$ cat config.mk
export PLATFORM = sky130hd
export DESIGN_NAME = shift_left_restoring_divider
export DESIGN_NICKNAME = d
export VERILOG_FILES = /design/src/rtl/shift_left_restoring_divider.sv
export SDC_FILE = /design/constraint.sdc
export NUM_CORES = 1
export LEC_CHECK = 0
export ABC_CLOCK_PERIOD_IN_PS = 5500
export CAP_MARGIN = 20
export CORE_UTILIZATION = 58
export CTS_BUF_LIST = sky130_fd_sc_hd__clkbuf_16
export DETAILED_ROUTE_END_ITERATION = 10
export PLACE_DENSITY = 0.85
export SLEW_MARGIN = 20
export SYNTH_ARGS = -nofsm -noshare
export SYNTH_HDL_FRONTEND = slang
export SYNTH_SLANG_ARGS = --single-unit
$ cat constraint.sdc
create_clock -name clk -period 5.5 [get_ports clk]
set_clock_uncertainty 0.05 [all_clocks]
set_input_delay 0.825 -clock clk [delete_from_list [all_inputs] [get_ports clk]]
set_output_delay 0.825 -clock clk [all_outputs]
set_load 0.01 [all_outputs]
$ cat src/rtl/shift_left_restoring_divider.sv
// Sequential unsigned restoring divider. It retires one quotient bit per clock
// by shifting {R,Q} left and doing a trial subtract of D against the (N+1)-bit R.
module shift_left_restoring_divider #(
  parameter int N = 8
) (
  input  logic         clk,
  input  logic         rst,
  input  logic         start,
  input  logic [N-1:0] dividend,
  input  logic [N-1:0] divisor,
  output logic [N-1:0] quotient,
  output logic [N-1:0] remainder,
  output logic         busy,
  output logic         done,
  output logic         div_by_zero
);

  localparam int CW = $clog2(N + 1);

  typedef enum logic [1:0] {
    IDLE = 2'd0,
    RUN  = 2'd1,
    DONE = 2'd2
  } state_e;

  state_e         state_q, state_d;
  // R stays below D between steps, so N stored bits are enough; only the
  // shifted trial value needs the extra bit.
  logic [N-1:0]   r_q, r_d;
  logic [N-1:0]   q_q, q_d;
  logic [N-1:0]   d_q, d_d;
  logic [CW-1:0]  cnt_q, cnt_d;
  logic [N-1:0]   quot_q, quot_d;
  logic [N-1:0]   rem_q, rem_d;
  logic           dbz_q, dbz_d;

  logic [N:0]     r_sh, r_trial, r_step;
  logic [N-1:0]   q_step;
  logic           ge;

  // one restoring step
  always_comb begin
    r_sh    = {r_q, q_q[N-1]};
    ge      = (r_sh >= {1'b0, d_q});
    r_trial = r_sh - {1'b0, d_q};
    r_step  = ge ? r_trial : r_sh;
    q_step  = {q_q[N-2:0], ge};
  end

  always_comb begin
    state_d = state_q;
    r_d     = r_q;
    q_d     = q_q;
    d_d     = d_q;
    cnt_d   = cnt_q;
    quot_d  = quot_q;
    rem_d   = rem_q;
    dbz_d   = dbz_q;
    case (state_q)
      IDLE, DONE: begin
        if (start) begin
          q_d   = dividend;
          d_d   = divisor;
          r_d   = '0;
          cnt_d = '0;
          if (divisor != '0) begin
            state_d = RUN;
          end else begin
            state_d = DONE;
            quot_d  = '1;
            rem_d   = dividend;
            dbz_d   = 1'b1;
          end
        end else begin
          state_d = IDLE;
        end
      end
      RUN: begin
        r_d   = r_step[N-1:0];
        q_d   = q_step;
        cnt_d = cnt_q + 1'b1;
        if (cnt_q == CW'(N - 1)) begin
          state_d = DONE;
          quot_d  = q_step;
          rem_d   = r_step[N-1:0];
          dbz_d   = 1'b0;
        end
      end
      default: state_d = IDLE;
    endcase
  end

  always_ff @(posedge clk or negedge rst) begin
    if (!rst) begin
      state_q <= IDLE;
      r_q     <= '0;
      q_q     <= '0;
      d_q     <= '0;
      cnt_q   <= '0;
      quot_q  <= '0;
      rem_q   <= '0;
      dbz_q   <= 1'b0;
    end else begin
      state_q <= state_d;
      r_q     <= r_d;
      q_q     <= q_d;
      d_q     <= d_d;
      cnt_q   <= cnt_d;
      quot_q  <= quot_d;
      rem_q   <= rem_d;
      dbz_q   <= dbz_d;
    end
  end

  assign quotient    = quot_q;
  assign remainder   = rem_q;
  assign div_by_zero = dbz_q;
  assign busy        = (state_q == RUN);
  assign done        = (state_q == DONE);

endmodule

==> results <==
- The flow ran to the end, and the final reports show no timing, DRC or antenna violations.
- Measured along the y axis, the die boundary spans between 60 and 70 um.
- The post-detailed-route count of antenna-violating nets is 0.
- The detailed-route vias per instance is 6.29.
- In this run the static leakage power is 1.28 nW.
- Setup total negative slack on the finished layout was measured at 0 ps.
- The width of the die is 66.9 um.
- The core region is 4030 sq um.
- The type of the worst min-delay path is register to register.
- The total power is 2.16 mW.
- The cts-stage hold buffer count is 0.
- Global routing finished with a remaining overflow of 0.
- The maximum number of pins on one net before global-route repair is 48.
- After the first detailed-routing iteration, the DRC count stood at 319.
- The post-synthesis instance total is 268.
- In the final routed layout, each cell accounts on average for 17.3 um.
- After synthesis, the mean cell area works out to 9.12 sq um.
- The DRC violations left is 0.
- Net switching is 43.5% of the power.
- The transition time of the tightest slew-check pin is 644 ps.
- Headroom to the max-slew limit came out at 56.9%.
- Internal power comes to 1.22 mW.
- The relative area change from synthesis to final layout is 22.9%.
- The fraction of final layout cells with drive strength greater than 1 is under 10%.
- For this design, the sink count on the clock tree is 47.
- The TritonCTS clock tree is yes.
- Setup repair after global routing left no endpoint under its margin.
- The final weighted congestion in routability-driven placement is 0.879.
- The final clock period utilization by the worst path is 50.0%.
- The total number of nets in the final design is ~330.
- The number of top-level pins is 38.
- The required time of the critical path is 4620 ps.
- The total of flip-flops plus latches after synthesis is 47.
- After synthesis, the share of flip-flops with an asynchronous set or reset is 100%.
- The post-cts sizing count is 0.
- The final max-slew violation count is 0.
- The worst setup path is launched from a register.
- In this run the power spent charging and discharging nets is 938 uW.
- The number of antenna violations at the first check in global routing was 0.
- At the worst endpoint, the arrival time is approximately 1900 ps.
- The initial core utilization is 60.7%.
- The number of global-route vias before repair is 2075.
- Clock-pin slew was measured on the worst setup and hold paths at about 70 ps.
- The part of the total power dissipated in combinational logic is 54.9%.
- The count of distinct cell types in the synthesized netlist is 47.
- The number of nets in the synthesized netlist is 297.
- STA classifies the critical path endpoint as an output port.
- The buffer type at the clock tree root is clkbuf_16.
- The number of setup buffers added after CTS is 0.
- The routed design could run at a clock period as short as 2750 ps.
- The tool flagged a number of max-cap violations equal to 0.
- The flip-flop cell with the highest count after synthesis is dfrtp_1.
- The number of setup violations in the final report is 0.
- Of the synthesized area, sequential elements account for 48.1%.
- In this run the worst path has a maximum fanout of 16.
- The number of warnings reported in the yosys synthesis log is 0.
- The placement row count is 23.
- Based on the critical path, the design can be clocked at up to roughly 0.36 GHz.
- No sink is reached through more buffers than the 2 on the longest clock path.
- The relative contribution of the clock network to total power is 16.4%.
- The number of enable flip-flop cells after synthesis is 0.
- The first global-routing pass estimated just under 10000 um of wire.
- VDD sags by at most 0.406 mV.
- The total wire length after detailed routing is between 6000 and 7000 um.
- The sequential group share of total power is 28.8%.
- The aggregate global-route resource usage is 30.2%.
- The number of search-and-repair iterations in the first detailed-routing pass is 5.
- 0 antenna diodes ended up in the layout.
- The critical path is of the register to output port type.
- In the layout the commonest cells are nand2_1, dfrtp_1, clkdlybuf4s50_1.
- The area enclosed by the die boundary is 4480 sq um.
- In this run, CTS created clock tree buffers numbering 5.
- The number of hold violations in the final report was 0.
- The via count is ~2200.
- The synthesized area is 2440 sq um.
- The number of H-tree branching levels is 2.
- Power spread over the standard cell area amounts to 718 nW/um^2.
- The estimated wirelength of the detail-placed design is roughly 4000 um.
- The clock reaches the later pin of the worst-skew pair after 290 ps.
- The number of buffer cells added on primary ports is 37.
routing by layer:
metal  vias to the layer above  track usage, %  wire, um
met1                      1060            39.8      2620
met4                         0            10.9       138
met5                         -               0         0
met2                       121            48.1      2920
li1                       1021               -         -
met3                        17            7.19       419
final timing paths:
check | to | cells after the start | start | slack (ps)
min in group asynchronous | d_q[5] | 1 | rst | 480
max | busy | 3 | state_q[0] | 2750
min | d_q[0] | 2 | d_q[0] | 440
max reg2reg | r_q[1] | 7 | r_q[2] | 3030
max in group asynchronous | d_q[1] | 1 | rst | 4520
min reg2reg | d_q[0] | 2 | d_q[0] | 440
power by group through the flow:
| stage | Clock, mW | Sequential [mW] | Combinational, mW |
|---|---|---|---|
| final | 0.353 | 0.621 | 1.18 |
| after global routing | 0.370 | 0.637 | 1.30 |
| after CTS | 0.353 | 0.617 | 1.16 |
| after detailed placement | 0 | 0.620 | 1.14 |
| after global placement | 0 | 0.614 | 1.10 |
| after floorplan | 0 | 0.617 | 0.800 |
area by class of cell:
type	count	area [sq um]
sequential	47	1180
multi-input combinational	197	1170
fill	278	1020
timing repair buffer	40	390
clock buffer	5	125
tap	50	62.6
clock inverter	3	42.5
inverter	11	41.3
flip-flops by register name (all words and copies together) (netlist names):
signal / flops
d_q: 8
div_by_zero: 1
remainder: 8
cnt_q: 4
r_q: 8
q_q: 8
quotient: 8
state_q: 2
cell usage after synthesis (2+ instances only):
master | number | share of area [%]
dfrtp_1 | 47 | 48
nand2_1 | 47 | 7.2
nor2_1 | 22 | 3.4
o21ai_0 | 22 | 4.5
a21oi_1 | 15 | 3.1
inv_1 | 10 | 1.5
ha_1 | 9 | 4.6
o31ai_1 | 9 | 2.8
clkbuf_1 | 8 | 1.2
nand3_1 | 8 | 1.6
a31oi_1 | 7 | 1.8
nand4_1 | 5 | 1.3
and3_1 | 4 | 1.0
nor2b_1 | 4 | 1.0
nor3_1 | 4 | 0.82
a41oi_1 | 3 | 1.1
buf_2 | 3 | 0.61
nand2b_1 | 3 | 0.77
nor4_1 | 3 | 0.77
o21a_1 | 3 | 0.92
a21o_1 | 2 | 0.61
o211ai_1 | 2 | 0.61
or3_1 | 2 | 0.51
xnor2_1 | 2 | 0.72
xor2_1 | 2 | 0.72
kinds of logic after synthesis:
group | after synthesis | synth area share (%)
simple gates | 108 | 20.5
compound gates | 75 | 20.3
flops | 47 | 48.1
buf+inv | 24 | 4.15
fa+ha+maj | 10 | 5.43
xor+xnor | 4 | 1.43
through the flow:
| step | setup slack, ps | hold slack [ps] | utilization, % | instance area [sq um] | cells |
|---|---|---|---|---|---|
| after floorplan | 3400 | 400 | - | 2440 | 268 |
| after global placement | 2650 | 425 | 70.3 | 2830 | 345 |
| after detailed placement | 2530 | 423 | 70.3 | 2830 | 345 |
| after CTS | 2770 | 445 | 74.5 | 3000 | 353 |
| after global routing | 2670 | 487 | 74.6 | 3000 | 353 |
| final | 2750 | 442 | 74.6 | 3000 | 353 |
worst max-delay path, stage by stage, from the launching register on:
cell,delay [ps]
dfrtp_1,410
nand2b_1,120
clkinv_1,420
clkdlybuf4s50_1,630
No activity file was read; power rests on OpenSTA's default activity.
